<file path="src/rtl/pulse_height_analyzer.sv">
// Pulse-height analyzer: peak capture, MAX_LEN abort, DEADTIME holdoff, optional PILEUP_REJECT_EN rejection.
// Latency: ch_valid/ch_index are registered and appear the cycle after the clock edge that samples the end-of-pulse sample.
// Backpressure: a single output register holds its event until ch_ready; events that end while it is occupied are dropped and counted.
module pulse_height_analyzer #(
    parameter int ADC_W    = 14,
    parameter int CH_W     = 10,
    parameter int DEADTIME = 16,
    parameter int MAX_LEN  = 255
) (
    input  logic             clk,
    input  logic             rst,
    input  logic             sample_valid,
    input  logic [ADC_W-1:0] sample,
    input  logic [ADC_W-1:0] threshold,
    output logic             ch_valid,
    input  logic             ch_ready,
    output logic [CH_W-1:0]  ch_index,
    output logic [31:0]      pulse_cnt,
    output logic [31:0]      drop_cnt,
    output logic [31:0]      pileup_cnt
);

    localparam int LEN_W = $clog2(MAX_LEN + 1);
    localparam int HO_W  = $clog2(DEADTIME + 1);
    localparam logic [LEN_W-1:0] LEN_LAST = LEN_W'(MAX_LEN - 1);
    localparam logic [HO_W-1:0]  HO_LAST  = HO_W'(DEADTIME - 1);

    typedef enum logic [1:0] {IDLE, RISE, HOLDOFF} state_t;

    state_t             state_q, state_d;
    logic [ADC_W-1:0]   thr_l;
    logic [ADC_W-1:0]   peak;
    logic [LEN_W-1:0]   len;
    logic [HO_W-1:0]    ho_cnt;

    logic start;
    logic cont;
    logic pulse_end;
    logic rejected;
    logic emit;
    logic reject_ev;
    logic out_free;

    function automatic logic [31:0] sat_inc(input logic [31:0] v);
        return (v == 32'hFFFF_FFFF) ? v : v + 32'd1;
    endfunction

    assign start = (state_q == IDLE) && sample_valid && (sample > threshold);
    assign cont  = (state_q == RISE) && sample_valid && (sample > thr_l);

    always_comb begin
        state_d   = state_q;
        pulse_end = 1'b0;
        case (state_q)
            IDLE: begin
                if (start)
                    state_d = RISE;
            end
            RISE: begin
                if (sample_valid) begin
                    if (sample <= thr_l) begin
                        state_d   = HOLDOFF;
                        pulse_end = 1'b1;
                    end else if (len >= LEN_LAST) begin
                        // Over-long pulse: abandon without emitting anything.
                        state_d = HOLDOFF;
                    end
                end
            end
            HOLDOFF: begin
                if (ho_cnt == HO_LAST)
                    state_d = IDLE;
            end
            default: state_d = IDLE;
        endcase
    end

`ifdef PILEUP_REJECT_EN
    logic [ADC_W-1:0] prev;
    logic             fell;
    logic             pu;

    assign rejected = pu;

    always_ff @(posedge clk) begin
        if (rst) begin
            prev <= '0;
            fell <= 1'b0;
            pu   <= 1'b0;
        end else if (start) begin
            prev <= sample;
            fell <= 1'b0;
            pu   <= 1'b0;
        end else if (cont) begin
            // A rise after the pulse has already started falling marks a second overlapping pulse.
            if (fell && (sample > prev))
                pu <= 1'b1;
            if (sample < prev)
                fell <= 1'b1;
            prev <= sample;
        end
    end

    always_ff @(posedge clk) begin
        if (rst)
            pileup_cnt <= '0;
        else if (reject_ev)
            pileup_cnt <= sat_inc(pileup_cnt);
    end
`else
    assign rejected   = 1'b0;
    assign pileup_cnt = '0;
`endif

    assign emit      = pulse_end && !rejected;
    assign reject_ev = pulse_end && rejected;
    assign out_free  = !ch_valid || ch_ready;

    always_ff @(posedge clk) begin
        if (rst) begin
            state_q <= IDLE;
            thr_l   <= '0;
            peak    <= '0;
            len     <= '0;
            ho_cnt  <= '0;
        end else begin
            state_q <= state_d;
            if (start) begin
                thr_l <= threshold;
                peak  <= sample;
                len   <= LEN_W'(1);
            end else if (cont) begin
                if (sample > peak)
                    peak <= sample;
                len <= len + 1'b1;
            end
            if (state_q == HOLDOFF)
                ho_cnt <= (ho_cnt == HO_LAST) ? '0 : ho_cnt + 1'b1;
        end
    end

    always_ff @(posedge clk) begin
        if (rst) begin
            ch_valid  <= 1'b0;
            ch_index  <= '0;
            pulse_cnt <= '0;
            drop_cnt  <= '0;
        end else begin
            if (emit && out_free) begin
                ch_valid  <= 1'b1;
                ch_index  <= peak[ADC_W-1 -: CH_W];
                pulse_cnt <= sat_inc(pulse_cnt);
            end else begin
                if (ch_valid && ch_ready)
                    ch_valid <= 1'b0;
                if (emit)
                    drop_cnt <= sat_inc(drop_cnt);
            end
        end
    end

endmodule
</file>
<file path="config.mk">
export PLATFORM = sky130hd
export DESIGN_NAME = pulse_height_analyzer
export DESIGN_NICKNAME = d
export VERILOG_FILES = /design/src/rtl/pulse_height_analyzer.sv
export SDC_FILE = /design/constraint.sdc
export NUM_CORES = 1
export LEC_CHECK = 0
export CAP_MARGIN = 20
export CORE_UTILIZATION = 47
export DETAILED_ROUTE_END_ITERATION = 6
export PLACE_DENSITY = 0.77
export RECOVER_POWER = 50
export SLEW_MARGIN = 25
export SYNTH_ARGS = -nofsm -noshare
export SYNTH_HDL_FRONTEND = slang
export SYNTH_SLANG_ARGS = --single-unit
export TNS_END_PERCENT = 5
</file>
<file path="constraint.sdc">
create_clock -name clk -period 2.55 [get_ports clk]
set_clock_uncertainty 0.05 [all_clocks]
set_input_delay 0.51 -clock clk [delete_from_list [all_inputs] [get_ports clk]]
set_output_delay 0.51 -clock clk [all_outputs]
set_load 0.02 [all_outputs]
</file>
==> flow_summary_export.csv <==
group,metric,value,unit
clock_network,worstSkewPairLatency,0.41,ns
die,rows,43,
die,dieHeight,122,um
synth,async_flop_share,0,%
timing,fin_crit_sh,101,%
global_routing,grt_max_degree,52,
layout,fin_nets,1062,
placed_design,io_buffer_count,106,
global_routing,use_met1,29.5,%
die,die_w,122,um
pwr,p_total,5.12,mW
status,outcome,"complete, but fails checks",
pwr,max-vdd-ir-drop,0.469,mV
placed_design,place_inst,1121,
clock_network,numClockSinks,118,
clock_network,clk_pin_slew,0.05,ns
synth,ys_seq_elements,118,
die,start_util,48.4,%
setup_path,r2r_start,"thr_l[6]",
timing,rsz0062_at_grt,"yes",
global_routing,gr-usage-all-layers,23.3,%
drt,wl,18500,um
layout,post-route-util,68.8,%
synth,synthFlopType,"dfxtp_1",
drt,dr_total_vias,6412,
setup_path,end_kind,"flop",
synth,synth_area,6750,sq um
drt,drt-initial-drc-count,460,
die,coreArea,13900,sq um
clock_network,cts_tree,"done",
hold_path,hold_path_class,"input port to flop",
clock_network,htreeDepth,4,
placed_design,globalplace.congestion,0.833,
global_routing,antenna_found_initial,0,
drt,via_per_inst,5.46,
timing,tightestPinTransition,0.616,ns
layout,layout-drive-gt1-share,19.5,%
clock_network,hold_buffers,0,
global_routing,grtUsageMet2,38.7,%
global_routing,gr-total-overflow,0,
timing,slew_viol_final,0,
setup_path,rr_endpoint,"pulse_cnt[6]",
hold_path,hold_path_end,"thr_l[10]",
synth,avgSynthCellArea,8.31,sq um
placed_design,place_hpwl,11400,um
hold_path,worstHoldStart,"threshold[10]",
clock_network,cts.path.max_buffers,2,
timing,layout_min_cycle_time,2.59,ns
run,max_cap_violations,0,
pwr,intPower,3.90,mW
pwr,p_sw_share,23.8,%
global_routing,grt_pass1_wl,27500,um
synth,yosysUniqueCellTypes,62,
setup_path,cp.required,2.84,ns
clock_network,cts_root_buffer,"clkbuf_16",
pwr,sequentialPowerShare,37.4,%
drt,wire_per_inst,15.8,um
setup_path,critPathKind,"input port to flop",
timing,clock.fmax,387,MHz
status,violations,"negative setup slack",
drt,drc,0,
pwr,clock_power_share,49.9,%
hold_path,hold_depth,3,
pwr,leakagePower,3.88,nW
drt,postRouteAntennaNets,0,
timing,slew-limit-headroom,58.8,%
layout,num_antenna_cells,0,
die,dieArea,14800,sq um
synth,synth_warnings,0,
global_routing,grt_pass1_vias,5885,
pwr,comb_power_share,12.7,%
global_routing,grt_busiest_layer,"met2",
timing,whs,0.339,ns
layout,final_cells,1175,
timing,setup_viol,5,
synth,synth_edf_count,0,
layout,area.growth.synth_to_final,42.1,%
pwr,p_per_area,534,nW/um^2
global_routing,met3_usage,5.06,%
synth,ys_seq_area_share,35.0,%
setup_path,crit_fanout,8,
die,num_io_pins,139,
pwr,p_sw,1.22,mW
placed_design,place_ws,-0.844,ns
synth,syn-instance-count,812,
setup_path,critPathArrivalTime,2.88,ns
timing,setup_ws,-0.0358,ns
clock_network,cts_buffers,17,
timing,hold_violations,0,
setup_path,rr_worst_depth,10,
setup_path,r2r_slack,-0.01,ns
setup_path,start_kind,"input port",
drt,first_pass_iters,5,
## placed cells by master (no fill, tap or decap), types with 8 or more instances in the layout
cell | synthesis | layout
buf_6 | 2 | 8
buf_12 | 0 | 8
and2_1 | 9 | 9
nand4_1 | 30 | 30
conb_1 | 1 | 32
o21ai_0 | 21 | 17
dfxtp_1 | 118 | 110
or3_1 | 9 | 9
buf_4 | 36 | 57
clkdlybuf4s50_1 | 0 | 40
mux2i_1 | 28 | 28
ha_4 | 0 | 13
nand2b_1 | 32 | 32
inv_1 | 54 | 48
nor2_1 | 98 | 96
dlygate4sd2_1 | 0 | 8
xor2_1 | 20 | 20
nand2_1 | 61 | 60
clkbuf_16 | 0 | 18
ha_1 | 47 | 34
nor3_2 | 2 | 21
nor2b_1 | 12 | 12
nand3_1 | 37 | 36
xnor2_1 | 33 | 33
dlygate4sd3_1 | 0 | 46
a21oi_1 | 43 | 41
dfxtp_2 | 0 | 8
and3_1 | 9 | 9
## power groups by stage
stage	sequential [mW]	clock, mW	combinational, mW
2_1_floorplan	1.94	0	0.362
3_3_place_gp	1.95	0	0.492
3_5_place_dp	1.95	0	0.501
4_1_cts	1.91	2.58	0.543
5_1_grt	1.92	2.67	0.705
6_report	1.91	2.56	0.652
## through the flow
| step | cell area, sq um | setup TNS, ns |
|---|---|---|
| CTS | 9100 | -2.95 |
| global route | 9590 | -2.74 |
| global placement | 8180 | -61.18 |
| floorplan | 6860 | 0 |
| finish | 9590 | -0.0995 |
| detailed placement | 8180 | -64.49 |
## layer usage
metal	share of wire (%)	vias to the layer above
met5	0	-
met4	2.6	0
met3	4.1	42
met2	50	200
met1	43	3106
li1	-	3064
## worst max-delay path, stage by stage
cell           delay [ns]
dlygate4sd2_1        0.28
ha_1                 0.31
nand4_1              0.13
buf_4                0.17
nor4_4               0.32
a22oi_2              0.25
buf_6                0.20
buf_4                0.18
or3_1                0.37
a21oi_1              0.14
## final cells by class
class	instances	area, sq um
multi-input combinational	612	4390
fill	1027	4350
sequential	118	2370
timing repair buffer	180	1780
clock buffer	21	440
tap	180	225
inverter	54	203
clock inverter	10	179
## repair_timing
item	4_1_cts	5_1_grt
endpoints found under the setup margin	106	106
gates cloned	1	1
resized for setup	49	83
pin swaps	19	30
buffers inserted	9	13
## registers in the layout, summed over array words and instances, names as in the netlist
register   flops
ch_index      10
ch_valid       1
drop_cnt      32
ho_cnt         5
len            8
peak          14
pulse_cnt     32
state_q        2
thr_l         14
## worst max path at each step
stage / start / to / slack, ns / cells after the start
2_1_floorplan: sample[4] / drop_cnt[20] / 0.02 / 9
3_3_place_gp: sample[1] / peak[10] / -0.76 / 9
3_5_place_dp: threshold[1] / peak[13] / -0.84 / 10
4_1_cts: sample[4] / drop_cnt[17] / -0.17 / 10
5_1_grt: thr_l[6] / pulse_cnt[6] / -0.11 / 10
6_report: sample[6] / pulse_cnt[6] / -0.04 / 10
## cell usage after synthesis, drive strengths merged (2+ instances only)
cell type    n  share of area, %
nor2b       12               1.1
mux2i       28               4.2
or2          3              0.28
nand3b       2              0.22
a211oi       6              0.74
xor2        20               2.6
nand3       37               2.7
inv         54               3.0
a21oi       44               3.3
o31a         2              0.26
dfxtp      118                35
a31oi        2              0.28
mux2         4              0.67
or4          2              0.22
clkbuf      18               1.0
o2111ai      2              0.26
nor4        10               1.4
a21boi       2              0.22
buf         41               4.6
xnor2       33               4.3
ha          47               8.7
nor3        27               2.2
a311oi       2              0.26
o31ai        3              0.41
nor2       100               5.6
o21a         2              0.22
and2         9              0.83
o21ai       21               1.6
nand2       62               3.6
or3          9              0.83
nand4       32               3.3
nand2b      32               3.0
and4         4              0.56
and3        10               1.0
## cells by family (layout without fill, tap and decap cells)
| family | after synthesis | after routing | share of synthesized area [%] |
|---|---|---|---|
| AO/OA/AOI/OAI | 93 | 93 | 8.55 |
| XOR/XNOR | 53 | 53 | 6.88 |
| adder cells (fa/ha/maj) | 47 | 47 | 8.72 |
| buffers and inverters | 113 | 265 | 8.57 |
| flip-flops | 118 | 118 | 35.0 |
| multiplexers | 32 | 32 | 4.82 |
| other | 1 | 32 | 0.0556 |
| AND/OR/NAND/NOR | 355 | 355 | 27.4 |
Note: power is estimated with default switching activity, not from simulation.
